--- config.mk ---
export PLATFORM = sky130hd
export DESIGN_NAME = pbit_sweep_scheduler
export DESIGN_NICKNAME = d
export VERILOG_FILES = /design/src/rtl/pbit_pkg.sv /design/src/rtl/pbit_next_sel.sv /design/src/rtl/pbit_sweep_scheduler.sv
export SDC_FILE = /design/constraint.sdc
export NUM_CORES = 1
export LEC_CHECK = 0
export ABC_AREA = 1
export BUFFER_PORTS_ARGS = -buffer_cell sky130_fd_sc_hd__buf_2
export CORE_MARGIN = 3
export CORE_UTILIZATION = 55
export CTS_CLUSTER_SIZE = 8
export DETAILED_ROUTE_END_ITERATION = 16
export PLACE_DENSITY = 0.77
export SYNTH_ARGS = -nofsm -noshare
export SYNTH_HDL_FRONTEND = slang
export SYNTH_SLANG_ARGS = --single-unit
export TNS_END_PERCENT = 50
--- constraint.sdc ---
create_clock -name CLK -period 2.9 [get_ports CLK]
set_input_delay 0.58 -clock CLK [delete_from_list [all_inputs] [get_ports CLK]]
set_output_delay 0.58 -clock CLK [all_outputs]
set_load 0.005 [all_outputs]
--- src/rtl/pbit_pkg.sv ---
// Shared types and helpers for the p-bit sweep scheduler.
package pbit_pkg;
  localparam int N_DEF  = 5;
  localparam int DW_DEF = 4;
  localparam int SW_DEF = 16;

  typedef enum logic [2:0] {
    S_IDLE,
    S_DWELL,
    S_GAP,
    S_SWEEP_END,
    S_DONE
  } sched_state_t;

  // Index of the lowest set bit; 0 when the vector is empty.
  function automatic int lowest_set(input logic [31:0] v);
    int r;
    r = 0;
    for (int i = 31; i >= 0; i--)
      if (v[i]) r = i;
    return r;
  endfunction
endpackage

--- src/rtl/pbit_next_sel.sv ---
// Finds the next enabled p-bit strictly above idx; wrap flags the end of a sweep.
module pbit_next_sel #(
  parameter int N  = 5,
  parameter int IW = 3
) (
  input  logic [N-1:0]  mask,
  input  logic [IW-1:0] idx,
  output logic [IW-1:0] nxt,
  output logic          wrap
);
  // Descending scan so the lowest qualifying index is the last one written.
  always_comb begin
    nxt  = '0;
    wrap = 1'b1;
    for (int i = N - 1; i >= 0; i--)
      if (mask[i] && i > int'(idx)) begin
        nxt  = IW'(i);
        wrap = 1'b0;
      end
  end
endmodule

--- src/rtl/pbit_sweep_scheduler.sv ---
// Masked round-robin update scheduler with programmable dwell/gap and sweep counting.
module pbit_sweep_scheduler
  import pbit_pkg::*;
#(
  parameter int N  = N_DEF,
  parameter int DW = DW_DEF,
  parameter int SW = SW_DEF
) (
  input  logic          CLK,
  input  logic          RST,
  input  logic          start,
  input  logic          stop,
  input  logic [N-1:0]  enable_mask,
  input  logic [DW-1:0] dwell_cycles,
  input  logic [DW-1:0] gap_cycles,
  input  logic [SW-1:0] num_sweeps,
  output logic [N-1:0]  update_en,
  output logic          busy,
  output logic          sample_valid,
  output logic [SW-1:0] sweep_count,
  output logic          done
);
  localparam int IW = (N > 1) ? $clog2(N) : 1;

  sched_state_t  state, state_n;
  logic [N-1:0]  mask_q;
  logic [DW-1:0] dwell_q, gap_q, cnt, cnt_n, dw_ld;
  logic [SW-1:0] nsw_q, sc_n;
  logic [IW-1:0] idx, idx_n, nxt;
  logic          wrap, latch;

  pbit_next_sel #(.N(N), .IW(IW)) u_next (
    .mask (mask_q),
    .idx  (idx),
    .nxt  (nxt),
    .wrap (wrap)
  );

  // Dwell reload value: a programmed 0 behaves as 1 cycle.
  assign dw_ld = (dwell_q == '0) ? '0 : dwell_q - DW'(1);

  always_comb begin
    state_n = state;
    idx_n   = idx;
    cnt_n   = cnt;
    sc_n    = sweep_count;
    latch   = 1'b0;
    case (state)
      S_IDLE:
        if (start) begin
          latch = 1'b1;
          sc_n  = '0;
          if (enable_mask == '0) state_n = S_DONE;
          else begin
            state_n = S_DWELL;
            idx_n   = IW'(lowest_set(32'(enable_mask)));
            cnt_n   = (dwell_cycles == '0) ? '0 : dwell_cycles - DW'(1);
          end
        end
      S_DWELL, S_GAP:
        if (cnt != '0) cnt_n = cnt - DW'(1);
        else if (state == S_DWELL && gap_q != '0) begin
          state_n = S_GAP;
          cnt_n   = gap_q - DW'(1);
        end else if (!wrap) begin
          state_n = S_DWELL;
          idx_n   = nxt;
          cnt_n   = dw_ld;
        end else state_n = S_SWEEP_END;
      S_SWEEP_END: begin
        sc_n = (&sweep_count) ? sweep_count : sweep_count + SW'(1);
        if (nsw_q != '0 && sc_n == nsw_q) state_n = S_DONE;
        else begin
          state_n = S_DWELL;
          idx_n   = IW'(lowest_set(32'(mask_q)));
          cnt_n   = dw_ld;
        end
      end
      S_DONE:  state_n = S_IDLE;
      default: state_n = S_IDLE;
    endcase
    // Abort overrides everything, including a pending sweep-end increment.
    if (stop && state != S_IDLE) begin
      state_n = S_IDLE;
      sc_n    = sweep_count;
    end
  end

  // Outputs are flopped from the next-state decode so they align with the state.
  always_ff @(posedge CLK or posedge RST) begin
    if (RST) begin
      state        <= S_IDLE;
      mask_q       <= '0;
      dwell_q      <= '0;
      gap_q        <= '0;
      nsw_q        <= '0;
      idx          <= '0;
      cnt          <= '0;
      sweep_count  <= '0;
      update_en    <= '0;
      busy         <= 1'b0;
      sample_valid <= 1'b0;
      done         <= 1'b0;
    end else begin
      state        <= state_n;
      idx          <= idx_n;
      cnt          <= cnt_n;
      sweep_count  <= sc_n;
      update_en    <= (state_n == S_DWELL) ? (N'(1) << idx_n) : '0;
      busy         <= (state_n == S_DWELL) || (state_n == S_GAP) || (state_n == S_SWEEP_END);
      sample_valid <= (state_n == S_SWEEP_END);
      done         <= (state_n == S_DONE);
      if (latch) begin
        mask_q  <= enable_mask;
        dwell_q <= dwell_cycles;
        gap_q   <= gap_cycles;
        nsw_q   <= num_sweeps;
      end
    end
  end
endmodule

==> results.json <==
{
  "run_status": "complete, no violations",
  "stdcell_area_um2": 4530,
  "number_of_antenna_violating_nets_in_the_routed_design": 0,
  "gr-usage-all-layers_pct": 25.1,
  "initialDrtViolationCount": 333,
  "combPwrFrac_pct": 40.0,
  "finalCritPeriodShare_pct": 90.2,
  "max_cap_violations": 0,
  "grt_max_degree": 64,
  "final_cell_count_no_fill": 723,
  "core_area_um2": 6910,
  "pwr_density_nw_per_um2": 737,
  "synth_seq_cells": 63,
  "place.port_buffers": 56,
  "globalRoute.totalOverflow": 0,
  "full_die_area_um2": 8310,
  "clkSlewWorstSetupHoldPaths_ns": 0.07,
  "floorplan_row_count": 30,
  "synth_sequential_area_ratio_pct": 39.5,
  "class_of_the_tightest_hold_or_removal_check": "input pin to async pin",
  "clock_latency_at_the_later_pin_of_the_worst_skew_pair_ns": 0.34,
  "detailroute.via_count": 3851,
  "io_pins": 57,
  "drt_pre_antenna_iters": 5,
  "critical_path.max_fanout": 6,
  "dieHeight_um": 91.2,
  "static-leakage-power_nw": 2.38,
  "first_global_vias": 3609,
  "pins_over_slew_limit": 0,
  "design_power_total_mw": 3.34,
  "vdd_drop_max_mv": 0.470,
  "netSwitchingFraction_pct": 41.5,
  "postSynthAreaPerCell_um2": 7.08,
  "drcViolationCount": 0,
  "h-tree-depth": 3,
  "detail_route.wirelength_um": 9720,
  "tritoncts.num_buffers": 9,
  "grt_setup_unrepaired": "false",
  "synth_largest_type_area_fraction_pct": 39.5,
  "finClkSkew_ns": 0.00938,
  "timing.reg2reg.worst_path_depth": 10,
  "antennaDiodeCount": 0,
  "grt_first_pass_wirelength_um": 16800,
  "power.share.clock_pct": 19.8,
  "worstPathArrival_ns": 2.84,
  "hold_violations": 0,
  "cts_root_buffer": "sky130_fd_sc_hd__clkbuf_8",
  "post-synth-top-area-cell": "sky130_fd_sc_hd__dfrtp_1",
  "start_util_pct": 57.8,
  "synthCells": 563,
  "total_number_of_nets_in_the_final_design": 663,
  "antenna_found_initial": 0,
  "critical_path.startpoint_type": "flop",
  "routed_via_count_divided_by_cell_count": 5.33,
  "placed_cell_area_um2": 4370,
  "place.gp.congestion": 0.986,
  "worst_slew_pin_slew_ns": 1.09,
  "die_w_um": 91.2,
  "pwr-share-seq_pct": 40.2,
  "ratio_of_cells_with_drive_above_1_in_the_final_layout_pct": 17.5,
  "slew_headroom_pct": 25.2,
  "final-setup-viol-count": 0,
  "place.detailed.instances": 708,
  "tritoncts": "built",
  "clock_path_buffers": 2,
  "total_switching_power_mw": 1.39,
  "hold-worst-slack_ns": 0.451,
  "mappedNetlistArea_um2": 3990,
  "critical_path_class": "flop to flop",
  "dp.final_hpwl_um": 7570,
  "yosys_warn_count": 0,
  "route.detailed.wl_per_inst_um": 13.4,
  "synthesis.nets": 603,
  "area_growth_syn_to_layout_pct": 13.6,
  "end_kind": "flop",
  "setup_total_negative_slack_ns": 0,
  "min_period_ns": 2.62,
  "data_required_critical_path_ns": 3.12,
  "fmaxAchievable_ghz": 0.382,
  "intPower_mw": 1.95,
  "clock-sinks": 63,
  "ys_types": 34,
  "synth.area.top_cells": "sky130_fd_sc_hd__dfrtp_1, sky130_fd_sc_hd__nand2_1, sky130_fd_sc_hd__inv_1"
}
-- worst paths after layout --
check,from,end,slack [ns]
worst max-delay path,state[2],update_en[2],0.28
min in group CLK,num_sweeps[3],nsw_q[3],0.47
worst max register to register,state[2],update_en[2],0.28
worst min register to register,dwell_q[3],dwell_q[3],0.49
max in group asynchronous,RST,nsw_q[3],1.94
worst min-delay path,RST,sweep_count[14],0.45
-- Yosys cell counts (all sizes together) --
library cell / number
o311ai: 1
xor2: 7
nor2: 80
mux2: 3
buf: 4
o22ai: 7
or2: 1
and2: 2
o221ai: 2
a2111oi: 1
a31oi: 4
o21ai: 30
nand3: 61
inv: 79
a21oi: 39
o211ai: 1
o2111ai: 1
nand4: 6
a221oi: 2
clkbuf: 7
dfrtp: 63
ha: 7
nand2: 146
xnor2: 2
nor3: 6
nor4: 1
-- cells by family after synthesis --
family | after synthesis | share of synthesized area (%)
XOR/XNOR | 9 | 2.16
buffers and inverters | 90 | 8.85
AO/OA/AOI/OAI | 88 | 12.1
flip-flops | 63 | 39.5
multiplexers | 3 | 0.847
AND/OR/NAND/NOR | 303 | 34.3
adder cells (fa/ha/maj) | 7 | 2.20
-- registers in the layout, summed over array words and instances (netlist names) --
register,flops
mask_q,5
cnt,4
idx,3
dwell_q,4
gap_q,4
sample_valid,1
nsw_q,16
busy,1
update_en,5
state,3
done,1
sweep_count,16
-- area by class of cell --
cell class	count	area [µm²]
Clock buffer	11	141
Clock inverter	4	22.5
Fill cell	654	2370
Inverter	79	299
Multi-Input combinational cell	410	2060
Sequential cell	63	1580
Tap cell	96	120
Timing Repair Buffer	60	310
-- cells in the final DEF (no fill, tap or decap), drive strengths merged, types with 11 or more instances in the layout --
| cell | count |
|---|---|
| buf | 60 |
| inv | 79 |
| nor2 | 80 |
| clkbuf | 11 |
| dfrtp | 63 |
| o21ai | 30 |
| nand2 | 146 |
| nand3 | 61 |
| a21oi | 39 |
-- routing by layer --
layer / vias to the layer above / track usage (%) / wire (µm)
met5: - / 0 / 0
met4: 0 / 8.29 / 172
met3: 14 / 4.97 / 633
met2: 132 / 38.0 / 4260
met1: 1764 / 36.1 / 4650
li1: 1941 / - / -
-- worst max-delay path: stages, from the launching register on --
cell	delay, ns
sky130_fd_sc_hd__dfrtp_1	0.43
sky130_fd_sc_hd__inv_2	0.14
sky130_fd_sc_hd__nand3_1	0.11
sky130_fd_sc_hd__a31oi_1	0.20
sky130_fd_sc_hd__nor2_1	0.14
sky130_fd_sc_hd__nand2_1	0.15
sky130_fd_sc_hd__inv_1	0.08
sky130_fd_sc_hd__a2111oi_0	0.86
sky130_fd_sc_hd__nor2_1	0.15
sky130_fd_sc_hd__nand2_1	0.18
sky130_fd_sc_hd__nor2_1	0.07
-- timing repair --
action                                  4_1_cts  5_1_grt
buffers inserted                              0        0
hold buffers                                  0        0
resized for setup                             0        2
endpoints found under the setup margin        0        4
-- stage by stage --
stage	worst slack, ns	util, %
detailed placement	0.239	63.2
CTS	0.221	65.6
floorplan	0.626	-
global route	0.0167	65.6
finish	0.284	65.6
global placement	0.376	63.2
-- power groups by stage --
stage / Sequential (mW) / Clock, mW / Combinational [mW]
2_1_floorplan: 1.30 / 0 / 1.03
3_3_place_gp: 1.35 / 0 / 1.30
3_5_place_dp: 1.35 / 0 / 1.33
4_1_cts: 1.34 / 0.673 / 1.33
5_1_grt: 1.37 / 0.708 / 1.56
6_report: 1.34 / 0.662 / 1.33
No activity file was read; power rests on OpenSTA's default activity.
